File: src/rtl/frame_rx_pkg.sv
// -----------------------------------------------------------------------------
// frame_rx_pkg
// Shared definitions for the UART frame receiver: frame-level and byte-level
// state encodings plus the default configuration constants used as parameter
// defaults by uart_frame_rx and uart_byte_rx.
// -----------------------------------------------------------------------------
package frame_rx_pkg;

  localparam int DEF_CLKS_PER_BIT    = 1085;   // Clk cycles per UART bit
  localparam int DEF_BYTES_PER_FRAME = 9216;   // bytes per image frame
  localparam int DEF_ADDR_W          = 15;     // write-address width
  localparam int DEF_TIMEOUT_CLKS    = 43400;  // idle-line limit inside a frame

  typedef enum logic [1:0] {
    F_IDLE,
    F_RECV,
    F_DONE
  } frame_state_t;

  typedef enum logic [1:0] {
    B_IDLE,
    B_START,
    B_DATA,
    B_STOP
  } byte_state_t;

endpackage

File: src/rtl/uart_byte_rx.sv
// -----------------------------------------------------------------------------
// uart_byte_rx
// 8N1 byte receiver working on an already-synchronized RX line. A start bit is
// rechecked half a bit after the falling edge; data bits (LSB first) and the
// stop bit are then sampled one full bit apart from that point.
//
// Ports
//   Clk        in   clock, rising edge
//   i_Rst_n    in   asynchronous active-low reset
//   clear      in   synchronous abort: forces B_IDLE, drops any partial byte
//   rx         in   synchronized serial line (idles high)
//   data       out  assembled byte, valid while 'valid' is high
//   valid      out  one-cycle pulse: stop bit sampled high
//   stop_err   out  one-cycle pulse: stop bit sampled low (byte discarded)
//   idle       out  FSM is in B_IDLE (waiting for a start bit)
// -----------------------------------------------------------------------------
module uart_byte_rx
  import frame_rx_pkg::*;
#(
  parameter int CLKS_PER_BIT = DEF_CLKS_PER_BIT
) (
  input  logic       Clk,
  input  logic       i_Rst_n,
  input  logic       clear,
  input  logic       rx,
  output logic [7:0] data,
  output logic       valid,
  output logic       stop_err,
  output logic       idle
);

  localparam int                CW      = $clog2(CLKS_PER_BIT);
  localparam logic [CW-1:0]     HALF_M1 = CW'(CLKS_PER_BIT / 2 - 1);
  localparam logic [CW-1:0]     BIT_M1  = CW'(CLKS_PER_BIT - 1);

  byte_state_t   state, state_d;
  logic [CW-1:0] cnt, cnt_d;
  logic [2:0]    bit_idx, bit_idx_d;
  logic [7:0]    shift, shift_d;
  logic          stop_wait, stop_wait_d;  // bad stop seen, waiting for RX high

  // NOTE: every signal written here gets a default first, so no path can
  // leave it unassigned and infer a latch.
  always_comb begin
    state_d     = state;
    cnt_d       = cnt + 1'b1;
    bit_idx_d   = bit_idx;
    shift_d     = shift;
    stop_wait_d = stop_wait;
    valid       = 1'b0;
    stop_err    = 1'b0;

    if (clear) begin
      state_d     = B_IDLE;
      cnt_d       = '0;
      bit_idx_d   = '0;
      stop_wait_d = 1'b0;
    end else begin
      case (state)
        B_IDLE: begin
          // The first low cycle seen here is t0; cnt counts cycles after t0.
          cnt_d     = '0;
          bit_idx_d = '0;
          if (!rx) state_d = B_START;
        end
        B_START: begin
          if (cnt == HALF_M1) begin
            cnt_d   = '0;
            state_d = rx ? B_IDLE : B_DATA;  // high at mid-start: glitch
          end
        end
        B_DATA: begin
          if (cnt == BIT_M1) begin
            cnt_d     = '0;
            shift_d   = {rx, shift[7:1]};
            bit_idx_d = bit_idx + 3'd1;
            if (bit_idx == 3'd7) state_d = B_STOP;
          end
        end
        B_STOP: begin
          if (stop_wait) begin
            cnt_d = '0;
            if (rx) begin
              state_d     = B_IDLE;
              stop_wait_d = 1'b0;
            end
          end else if (cnt == BIT_M1) begin
            cnt_d = '0;
            if (rx) begin
              valid   = 1'b1;
              state_d = B_IDLE;
            end else begin
              stop_err    = 1'b1;
              stop_wait_d = 1'b1;
            end
          end
        end
        default: state_d = B_IDLE;
      endcase
    end
  end

  // NOTE: sequential state uses non-blocking assignments so every flop
  // samples the values from before the edge, independent of statement order.
  always_ff @(posedge Clk or negedge i_Rst_n) begin
    if (!i_Rst_n) begin
      state     <= B_IDLE;
      cnt       <= '0;
      bit_idx   <= '0;
      shift     <= '0;
      stop_wait <= 1'b0;
    end else begin
      state     <= state_d;
      cnt       <= cnt_d;
      bit_idx   <= bit_idx_d;
      shift     <= shift_d;
      stop_wait <= stop_wait_d;
    end
  end

  assign data = shift;
  assign idle = (state == B_IDLE);

endmodule

File: src/rtl/uart_frame_rx.sv
// -----------------------------------------------------------------------------
// uart_frame_rx
// Receives one image frame of BYTES_PER_FRAME bytes over a UART line and emits
// a write strobe per byte with a running byte address. A falling edge on the
// frame indicator (re)starts a frame; the frame ends after the last address
// has been written.
//
// Optional feature: define UART_FRAME_RX_TIMEOUT_EN to abort a frame (error,
// back to idle, no done pulse) when no start bit arrives for TIMEOUT_CLKS
// consecutive cycles.
//
// Ports
//   Clk                in   sole clock, rising edge
//   i_Rst_n            in   asynchronous active-low reset
//   i_RX               in   asynchronous UART line, idles high
//   i_Frame_Indicator  in   asynchronous; falling edge marks frame start
//   o_Wr_Data          out  received byte
//   o_Wr_Addr          out  byte index within the frame
//   o_Wr_En            out  one-cycle write strobe
//   o_Busy             out  high while a frame is being received
//   o_Frame_Done       out  one-cycle pulse after the last byte is written
//   o_Frame_Error      out  sticky error, cleared by a new frame start
// -----------------------------------------------------------------------------
module uart_frame_rx
  import frame_rx_pkg::*;
#(
  parameter int CLKS_PER_BIT    = DEF_CLKS_PER_BIT,
  parameter int BYTES_PER_FRAME = DEF_BYTES_PER_FRAME,
  parameter int ADDR_W          = DEF_ADDR_W,
  parameter int TIMEOUT_CLKS    = DEF_TIMEOUT_CLKS
) (
  input  logic              Clk,
  input  logic              i_Rst_n,
  input  logic              i_RX,
  input  logic              i_Frame_Indicator,
  output logic [7:0]        o_Wr_Data,
  output logic [ADDR_W-1:0] o_Wr_Addr,
  output logic              o_Wr_En,
  output logic              o_Busy,
  output logic              o_Frame_Done,
  output logic              o_Frame_Error
);

  localparam logic [ADDR_W-1:0] LAST_ADDR = ADDR_W'(BYTES_PER_FRAME - 1);

  logic         rx_meta, rx_sync;
  logic         ind_meta, ind_sync, ind_prev;
  logic         ind_fall;
  frame_state_t f_state, f_state_d;
  logic         byte_clear, byte_valid, byte_err, byte_idle;
  logic [7:0]   byte_data;
  logic         timeout;

  // Synchronizers reset to the idle-high level so that reset release on a
  // quiet line produces neither a start bit nor an indicator edge.
  always_ff @(posedge Clk or negedge i_Rst_n) begin
    if (!i_Rst_n) begin
      rx_meta  <= 1'b1;
      rx_sync  <= 1'b1;
      ind_meta <= 1'b1;
      ind_sync <= 1'b1;
      ind_prev <= 1'b1;
    end else begin
      rx_meta  <= i_RX;
      rx_sync  <= rx_meta;
      ind_meta <= i_Frame_Indicator;
      ind_sync <= ind_meta;
      ind_prev <= ind_sync;
    end
  end

  assign ind_fall = ind_prev & ~ind_sync;

  // The byte receiver only runs inside a frame; a new frame start aborts it.
  assign byte_clear = (f_state != F_RECV) || ind_fall;

  uart_byte_rx #(
    .CLKS_PER_BIT (CLKS_PER_BIT)
  ) u_byte_rx (
    .Clk      (Clk),
    .i_Rst_n  (i_Rst_n),
    .clear    (byte_clear),
    .rx       (rx_sync),
    .data     (byte_data),
    .valid    (byte_valid),
    .stop_err (byte_err),
    .idle     (byte_idle)
  );

`ifdef UART_FRAME_RX_TIMEOUT_EN
  localparam int TW = $clog2(TIMEOUT_CLKS + 1);
  logic [TW-1:0] tmo_cnt;

  // Counts idle-line cycles since frame start or the last stop sample.
  always_ff @(posedge Clk or negedge i_Rst_n) begin
    if (!i_Rst_n) begin
      tmo_cnt <= '0;
    end else if (f_state != F_RECV || ind_fall || byte_valid || byte_err) begin
      tmo_cnt <= '0;
    end else if (byte_idle && rx_sync) begin
      tmo_cnt <= tmo_cnt + 1'b1;
    end
  end

  assign timeout = (f_state == F_RECV) && !ind_fall && byte_idle && rx_sync &&
                   (tmo_cnt == TW'(TIMEOUT_CLKS - 1));
`else
  // No idle limit in this build; the tie-off keeps otherwise-unused inputs
  // of the timeout path referenced.
  logic unused_timeout;
  assign unused_timeout = ^{TIMEOUT_CLKS, byte_idle};
  assign timeout        = 1'b0;
`endif

  always_comb begin
    f_state_d = f_state;
    case (f_state)
      F_IDLE: if (ind_fall) f_state_d = F_RECV;
      F_RECV: begin
        if (ind_fall)                                f_state_d = F_RECV;
        else if (timeout)                            f_state_d = F_IDLE;
        else if (o_Wr_En && o_Wr_Addr == LAST_ADDR)  f_state_d = F_DONE;
      end
      F_DONE:  f_state_d = ind_fall ? F_RECV : F_IDLE;
      default: f_state_d = F_IDLE;
    endcase
  end

  always_ff @(posedge Clk or negedge i_Rst_n) begin
    if (!i_Rst_n) f_state <= F_IDLE;
    else          f_state <= f_state_d;
  end

  // The strobe cycle presents the current address; the address advances at
  // the end of that cycle and saturates at the last byte of the frame.
  always_ff @(posedge Clk or negedge i_Rst_n) begin
    if (!i_Rst_n) begin
      o_Wr_En       <= 1'b0;
      o_Wr_Data     <= '0;
      o_Wr_Addr     <= '0;
      o_Frame_Error <= 1'b0;
    end else begin
      o_Wr_En <= byte_valid;
      if (byte_valid) o_Wr_Data <= byte_data;
      if (ind_fall) begin
        o_Wr_Addr     <= '0;
        o_Frame_Error <= 1'b0;
      end else begin
        if (o_Wr_En && o_Wr_Addr != LAST_ADDR) o_Wr_Addr <= o_Wr_Addr + 1'b1;
        if (byte_err || timeout)               o_Frame_Error <= 1'b1;
      end
    end
  end

  assign o_Busy       = (f_state == F_RECV);
  assign o_Frame_Done = (f_state == F_DONE);

endmodule
File: config.mk
export PLATFORM = sky130hd
export DESIGN_NAME = uart_frame_rx
export DESIGN_NICKNAME = d
export VERILOG_FILES = /design/src/rtl/frame_rx_pkg.sv /design/src/rtl/uart_byte_rx.sv /design/src/rtl/uart_frame_rx.sv
export SDC_FILE = /design/constraint.sdc
export NUM_CORES = 1
export LEC_CHECK = 0
export BUFFER_PORTS_ARGS = -buffer_cell sky130_fd_sc_hd__buf_2
export CAP_MARGIN = 30
export CORE_MARGIN = 2
export CORE_UTILIZATION = 60
export CTS_BUF_LIST = sky130_fd_sc_hd__clkbuf_4
export DETAILED_ROUTE_END_ITERATION = 10
export PLACE_DENSITY_LB_ADDON = 0.05
export SLEW_MARGIN = 5
export SYNTH_ARGS = -nofsm -noshare
export SYNTH_HDL_FRONTEND = slang
export SYNTH_HIERARCHICAL = 1
export SYNTH_SLANG_ARGS = --single-unit
export TNS_END_PERCENT = 20
File: constraint.sdc
create_clock -name Clk -period 3.4 [get_ports Clk]
set_input_delay 0.17 -clock Clk [delete_from_list [all_inputs] [get_ports Clk]]
set_output_delay 0.17 -clock Clk [all_outputs]
set_load 0.05 [all_outputs]
[After elaboration in Yosys (flattened, before gate mapping)]
Cells that the tools add are included.
Widths: inputs -> output; s select.
Operators by class
  shift-type cells: 0
  equal/unequal tests: 18
  div/mod/pow operators: 0
  multipliers: 0
  add/sub/neg operators: 3
  bitwise operators: 3
  reductions and logical operators: 13
  $lt $le $gt $ge: 0
  mux-type cells: 40
Operators with widths (count)
  $mux 11: 4
  $pmux 11 s4: 1
  $mux 15: 2
  $mux 2: 12
  $mux 1: 16
  $add 15x1->15 const B: 1
  $eq 15x14->1 const B: 1
  $ne 15x14->1 const B: 1
  $add 11x1->11 const B: 1
  $eq 11x10->1 const B: 1
  $eq 11x11->1 const B: 1
  $ne 3x2->1 const B: 3
  $pmux 2 s4: 1
  $eq 2x2->1 const B: 3
  $mux 3: 2
  $pmux 2 s3: 1
  $pmux 3 s2: 1
  $reduce_bool 2->1: 3
  $reduce_and 5->1: 1
  $eq 2x1->1 const B: 2
  $logic_not 2->1: 2
  $ne 4x2->1 const B: 1
  $reduce_and 2->1: 2
  $add 3x1->3 const B: 1
  other kinds (11): 13
Storage, ports and cells
  memory bits (read-only): 0
  memory bits (writable): 0
  latch bits: 0
  logic and storage cells: 92
  memories kept: 0
  register bits after elaboration: 57
  bits of input ports: 4
  output and inout bits: 27

[Logic depth before layout (Yosys ltp)]
Gate-level depths: netlist of run 1.
  depth in word-level cells: 7
  gate-level depth with buffers: 8
  mapped depth without buffers: 7

[Cells and area by module]
Netlist of run 1, hierarchy kept.
Modules (own cells, without submodules)
  uart_frame_rx: sequential area each 807.0 µm², area an instance 1435.1 µm², cells each 126, times used 1
  uart_byte_rx: sequential area each 625.6 µm², area an instance 1345.0 µm², cells each 125, times used 1

[Worst setup path after synthesis of run 1]
Ideal clock, no wire load.
  path type: reg-to-reg
  start: reg f_state[0]
  end: reg o_Wr_Data[0]
  stages on the path, launching flop included: 8
  path slack: 627 ps
  period minus slack after synthesis: 2773 ps
  arrival time: 2648 ps
  data required time: 3275 ps
  setup time: 125 ps
  cell sequence: dfrtp_1 nor2b_1 nand2_1 clkbuf_1 or2b_1 nor4_1 clkbuf_1 mux2_2
Between the ends
  longest elaborated chain between the ends: 3
Ends and longest elaborated chain
  from (decl): RTL line uart_frame_rx.sv:49  | frame_state_t f_state, f_state_d;
  from (signal assigned): RTL line uart_frame_rx.sv:131  | else f_state <= f_state_d;
  $ne 2x1->1: RTL line uart_frame_rx.sv:75  | assign byte_clear = (f_state != F_RECV) || ind_fall;
  $logic_or 1x1->1: RTL line uart_frame_rx.sv:75
  net byte_clear: RTL line uart_frame_rx.sv:50  | logic byte_clear, byte_valid, byte_err, byte_idle;
  $mux 1: RTL line uart_byte_rx.sv:53  | if (clear) begin
  net byte_valid: RTL line uart_frame_rx.sv:50
  to (signal assigned): RTL line uart_frame_rx.sv:144  | if (byte_valid) o_Wr_Data <= byte_data;
  to (decl): RTL line uart_frame_rx.sv:36  | output logic [7:0] o_Wr_Data,
The timed path passes the listed nets, and every way through them passes these cells.
A chain may end at the register's enable or synchronous reset.

[Worst setup path in the final report of run 1]
  start: reg ind_sync
  end: reg u_byte_rx.shift[6], in the netlist u_byte_rx/data[6]
Between the ends
  longest elaborated chain between the ends: 5
Ends and longest elaborated chain
  from (decl): RTL line uart_frame_rx.sv:47  | logic ind_meta, ind_sync, ind_prev;
  from (signal assigned): RTL line uart_frame_rx.sv:67  | ind_sync <= ind_meta;
  $not 1->1: RTL line uart_frame_rx.sv:72  | assign ind_fall = ind_prev & ~ind_sync;
  $and 1x1->1: RTL line uart_frame_rx.sv:72
  $logic_or 1x1->1: RTL line uart_frame_rx.sv:75
  net byte_clear: RTL line uart_frame_rx.sv:50
  $not 1->1 (no line)
  $reduce_and 3->1 (no line)
  to (signal assigned): RTL line uart_byte_rx.sv:116  | shift <= shift_d;
  to (decl): RTL line uart_byte_rx.sv:39  | logic [7:0] shift, shift_d;
The timed path passes the listed nets, and every way through them passes these cells.

==> impl_metrics.env, run 1 <==
export IMPL_status="complete, no violations"
export IMPL_post_route_period_util_pct=70.7
export IMPL_yosys_area_top_type="dfrtp_1"
export IMPL_worst_setup_path_type="reg2reg"
export IMPL_max_cap_violations=0
export IMPL_ys_flop_type="dfrtp_1"
export IMPL_setup_violations=0
export IMPL_grt_pass1_wl_um=8450
export IMPL_clock_path_buffers=2
export IMPL_cp_max_fo=10
export IMPL_end_kind="register"
export IMPL_overflow=0
export IMPL_async_flop_share_pct=100
export IMPL_clock_skew_ps=11.6
export IMPL_cp_startpoint="ind_sync"
export IMPL_synth_top_area_share_pct=46.8
export IMPL_numCtsBuffers=9
export IMPL_start_util_pct=63.0
export IMPL_worstPathArrival_ps=2690
export IMPL_finalSetupTns_ps=0
export IMPL_dpl_cell_count=324
export IMPL_fin_cells=343
export IMPL_syn_cell_area_um2=2780
export IMPL_rrSetupSlack_ps=990
export IMPL_wl_per_cell_um=15.0
export IMPL_hold_viol=0
export IMPL_leakage_nw=1.50
export IMPL_synth_edf_count=0
export IMPL_synth_warnings=6
export IMPL_cts_hold_fix_buffers=3
export IMPL_worst_setup_path_start_kind="register"
export IMPL_ir_drop_v=0.000361
export IMPL_required_ps=3690
export IMPL_htreeDepth=3
export IMPL_num_rows=24
export IMPL_syn_area_per_cell_um2=11.1
export IMPL_cts_resized=0
export IMPL_hpwl_um=3460
export IMPL_layout_min_cycle_time_ps=2410
export IMPL_reg2reg_to="u_byte_rx/data[6]"
export IMPL_cts_tree="done"
export IMPL_p_sw_uw=330
export IMPL_drt_pass1_iterations=4
export IMPL_yosys_cell_types_count=51
export IMPL_design_area_um2=3160
export IMPL_slowest_delay_ps=540
export IMPL_hold_path_class="in2async"
export IMPL_synthCells=251
export IMPL_final_max_slew_viol_count=0
export IMPL_netlist_top_cells_count="dfrtp_1, nor2_1, nand2_1"
export IMPL_ys_seq_elements=57
export IMPL_placed_area_um2=2950
export IMPL_vias=2035
export IMPL_coreArea_um2=4410
export IMPL_cts_root_buffer="clkbuf_4"
export IMPL_n_antenna_cell=0
export IMPL_crit_chain="nand2b_1, nand2_1, or2b_1, or3_1, mux2_4"
export IMPL_grt_pass1_vias=1888
export IMPL_postCtsSetupBuffers=0
export IMPL_worst_pin_slew_ps=550
export IMPL_first_iter_violations=161
export IMPL_combPwrFrac_pct=5.5
export IMPL_power_density_nw_per_um2=452
export IMPL_synthTopCellsByArea="dfrtp_1, dfstp_2, mux2_4"
export IMPL_grtUsageTotal_pct=21.4
export IMPL_r2r_start="ind_sync"
export IMPL_viasPerCell=5.93
export IMPL_syn_to_final_growth_pct=13.6
export IMPL_antenna_found_initial=0
export IMPL_port_buffers=30
export IMPL_die_w_um=72.1
export IMPL_die_area_um2=5190
export IMPL_seq_power_share_pct=50.4
export IMPL_yosysSeqAreaShare_pct=51.5
export IMPL_ant_nets=0
export IMPL_cts_clk_slew_worst_paths_ps=100
export IMPL_clock_power_share_pct=44.1
export IMPL_grt_max_degree=33
export IMPL_slew_headroom_pct=63.3
export IMPL_fmax_mhz=416
export IMPL_syn_nets=261
export IMPL_die_h_um=72.1
export IMPL_p_sw_share_pct=23.1
export IMPL_drc=0
export IMPL_ioPinCount=31
export IMPL_drive_above_1_share_pct=28.5
export IMPL_routed_wirelength_um=5160
export IMPL_nets=296
export IMPL_rsz0062_at_grt="false"
export IMPL_clock_sinks=57
export IMPL_worst_r2r_cell_count=5
export IMPL_synthMostInstantiatedCell="dfrtp_1"
export IMPL_crit_path_top_delay_cell="dfstp_2"
export IMPL_clk_latency_ps=400
export IMPL_critPathCapture="u_byte_rx/data[6]"
export IMPL_routabilityCongestion=0.813
export IMPL_p_int_mw=1.10
## metal layers
layer / vias up / GRT usage [%] / part of all wire (%)
met5: - / 0 / 0
met4: 0 / 6.92 / 0.95
met3: 5 / 7.64 / 3.9
met2: 41 / 35.9 / 51
met1: 1003 / 25.9 / 44
li1: 986 / - / -
## power by group through the flow
| stage | clock [mW] | sequential, mW | combinational [mW] |
|---|---|---|---|
| floorplan | 0 | 0.720 | 0.0554 |
| global placement | 0 | 0.733 | 0.0750 |
| detailed placement | 0 | 0.733 | 0.0769 |
| CTS | 0.644 | 0.720 | 0.0797 |
| global route | 0.673 | 0.724 | 0.0895 |
| finish | 0.629 | 0.720 | 0.0786 |
## stage by stage
stage / hold slack, ps / utilization (%) / total power, mW / worst slack [ps]
after floorplan: -126 / - / 0.775 / 627
after global placement: 189 / 66.8 / 0.808 / 1060
after detailed placement: 193 / 66.8 / 0.810 / 979
after CTS: 281 / 71.6 / 1.44 / 967
after global routing: 333 / 71.6 / 1.49 / 851
final: 301 / 71.6 / 1.43 / 995
## flip-flops by register name, indices dropped and copies added, names as in the netlist
| register | count |
|---|---|
| u_byte_rx/state | 2 |
| rx_meta | 1 |
| ind_prev | 1 |
| u_byte_rx/cnt | 11 |
| f_state | 2 |
| o_Frame_Error | 1 |
| ind_sync | 1 |
| ind_meta | 1 |
| rx_sync | 1 |
| u_byte_rx/data | 8 |
| u_byte_rx/stop_wait | 1 |
| o_Wr_En | 1 |
| o_Wr_Data | 8 |
| u_byte_rx/bit_idx | 3 |
| o_Wr_Addr | 15 |
## worst min path at each step
| stage | end | startpoint | slack [ps] |
|---|---|---|---|
| final | o_Wr_Addr[14] | i_Rst_n | 300 |
| after floorplan | f_state[0] | i_Rst_n | -130 |
| after global routing | o_Wr_Addr[7] | i_Rst_n | 330 |
| after CTS | o_Wr_En | i_Rst_n | 280 |
| after global placement | o_Wr_Addr[12] | i_Rst_n | 190 |
| after detailed placement | o_Wr_Addr[14] | i_Rst_n | 190 |
## layout make-up
class | count | area, µm²
Sequential cell | 57 | 1430
Multi-Input combinational cell | 176 | 1250
Fill cell | 344 | 1250
Timing Repair Buffer | 36 | 203
Clock inverter | 6 | 106
Clock buffer | 10 | 75.1
Tap cell | 52 | 65.1
Inverter | 6 | 22.5
## critical path, delay by kind of cell, from the launching register on
| kind | cells | cell delay, ps |
|---|---|---|
| simple gates | 4 | 1390 |
| mux | 1 | 370 |
| flops | 1 | 540 |
## cell families after synthesis
kind of cell,synth area share (%)
XOR/XNOR,3.47
multiplexers,8.28
flip-flops,51.5
AO/OA/AOI/OAI,8.24
buffers and inverters,3.56
AND/OR/NAND/NOR,22.2
adder cells (fa/ha/maj),2.70
## placed cells by master (no fill, tap or decap), types with 3 or more instances in the layout
cell and count:
nor3_1 3, buf_2 30, o21ai_0 10, nand2_1 18
dlygate4sd3_1 3, dfstp_2 5, a31oi_1 6, dfrtp_1 52
nor2_1 20, clkbuf_4 10, xnor2_1 3, or3_1 10
mux2_4 8, inv_1 5, bufinv_16 3, ha_1 6
mux2_2 8, nor4_1 4, xor2_1 8, nand3_1 11
a21oi_1 11, buf_4 3, nand4_1 11
No activity file was read; power rests on OpenSTA's default activity.
==> run 2, diff against run 1 <==
==> constraint.sdc (replaced) <==
create_clock -name Clk -period 2.4 [get_ports Clk]
set_input_delay 0.12 -clock Clk [delete_from_list [all_inputs] [get_ports Clk]]
set_output_delay 0.12 -clock Clk [all_outputs]
set_load 0.05 [all_outputs]
==> impl_metrics.env, run 2 (synthesis results as in run 1) <==
export IMPL_start_util_pct=63.0
export IMPL_worstPathArrival_ps=2460
export IMPL_slew_headroom_pct=63.5
export IMPL_ir_drop_v=0.000466
export IMPL_routed_wirelength_um=5140
export IMPL_grt_max_degree=31
export IMPL_cts_resized=0
export IMPL_required_ps=2670
export IMPL_design_area_um2=3170
export IMPL_layout_commonest_cell="dfrtp_1"
export IMPL_power_density_nw_per_um2=598
export IMPL_postCtsSetupBuffers=0
export IMPL_placed_area_um2=2990
export IMPL_drc=0
export IMPL_max_cap_violations=0
export IMPL_vias=2028
export IMPL_drive_above_1_share_pct=29.5
export IMPL_cts_hold_fix_buffers=3
export IMPL_grtUsageTotal_pct=22.2
export IMPL_viasPerCell=5.84
export IMPL_port_buffers=30
export IMPL_cts_clk_slew_worst_paths_ps=100
export IMPL_setup_slack_ps=215
export IMPL_ant_nets=0
export IMPL_fin_cells=347
export IMPL_hold_viol=0
export IMPL_fin_util_pct=71.8
export IMPL_reg_top3="o_Wr_Addr: 15 flops, u_byte_rx/cnt: 11 flops"
export IMPL_whs_ps=296
export IMPL_clk_latency_ps=380
export IMPL_grt_pass1_wl_um=8810
export IMPL_worst_setup_path_start_kind="register"
export IMPL_syn_to_final_growth_pct=14.0
export IMPL_num_rows=24
export IMPL_clock_path_buffers=2
export IMPL_overflow=0
export IMPL_die_area_um2=5190
export IMPL_routabilityCongestion=0.779
export IMPL_final_max_slew_viol_count=0
export IMPL_layout_min_cycle_time_ps=2180
export IMPL_leakage_nw=1.52
export IMPL_die_h_um=72.1
export IMPL_numCtsBuffers=9
export IMPL_worst_pin_slew_ps=543
export IMPL_antenna_found_initial=0
export IMPL_clock_sinks=57
export IMPL_cp_max_fo=9
export IMPL_first_iter_violations=131
export IMPL_post_layout_total_power_mw=1.89
export IMPL_cts_tree="done"
export IMPL_grt_pass1_vias=1895
export IMPL_finalSetupTns_ps=0
export IMPL_hold_path_class="in2async"
export IMPL_drt_pass1_iterations=4
export IMPL_post_place_ws_ps=250
export IMPL_ioPinCount=31
export IMPL_rsz0062_at_grt="false"
export IMPL_wl_per_cell_um=14.8
export IMPL_hpwl_um=3560
export IMPL_max_flop_register="o_Wr_Addr"
export IMPL_die_w_um=72.1
export IMPL_nets=300
export IMPL_cts_root_buffer="clkbuf_4"
export IMPL_clock_skew_ps=10.7
export IMPL_post_route_period_util_pct=91.0
export IMPL_status="complete, no violations"
export IMPL_fmax_mhz=458
export IMPL_htreeDepth=3
export IMPL_end_kind="register"
export IMPL_dpl_cell_count=328
export IMPL_worst_setup_path_type="reg2reg"
export IMPL_largest_register_ffs=15
export IMPL_setup_violations=0
export IMPL_coreArea_um2=4410
export IMPL_final_cell_mix="dfrtp_1, buf_2, nor2_1, nand2_1"
export IMPL_n_antenna_cell=0
## run 2: changes by cell type in the layout (fill, tap and decap cells not counted)
cell	before	now
buf_4	3	7
bufinv_16	3	2
clkbuf_4	10	9
clkinv_1	1	2
clkinv_2	1	2
nor2b_1	2	1
nor2b_4	0	1
## run 2: power breakdown
group / internal [mW] / leakage (nW) / switching, mW / total (mW)
sequential: 0.981 / 0.770 / 0.0381 / 1.02
combinational: 0.0437 / 0.667 / 0.0746 / 0.118
clock: 0.412 / 0.0808 / 0.345 / 0.757
## run 2: worst paths after layout
kind	start	endpoint	slack (ps)	depth (start not counted)
max	u_byte_rx/cnt[1]	u_byte_rx/data[6]	220	6
min	i_Rst_n	o_Wr_Addr[14]	300	3
max reg2reg	u_byte_rx/cnt[1]	u_byte_rx/data[6]	220	6
min reg2reg	ind_meta	ind_sync	360	0
max in group asynchronous	i_Rst_n	ind_prev	1760	3
min in group Clk	ind_meta	ind_sync	360	0
## run 2: worst max-delay path: stages (launching register included)
cell,delay (ps)
dfrtp_1,450
inv_1,110
ha_1,140
and4b_2,270
nand3_4,130
or3_1,590
mux2_4,380
## run 2: final cells by class
type	count	area (µm²)
clock inverter	7	85.1
sequential	57	1430
clock buffer	9	67.6
tap	52	65.1
fill	329	1250
timing repair buffer	40	233
inverter	6	22.5
multi-input combinational	176	1260
## run 2: per-layer routing
layer  vias to the layer above  track usage (%)  wire, µm
met3                         4             7.78       160
met1                       989             29.6      2420
met4                         0             5.66        29
met5                         -                0         0
met2                        34             34.9      2530
li1                       1001                -         -
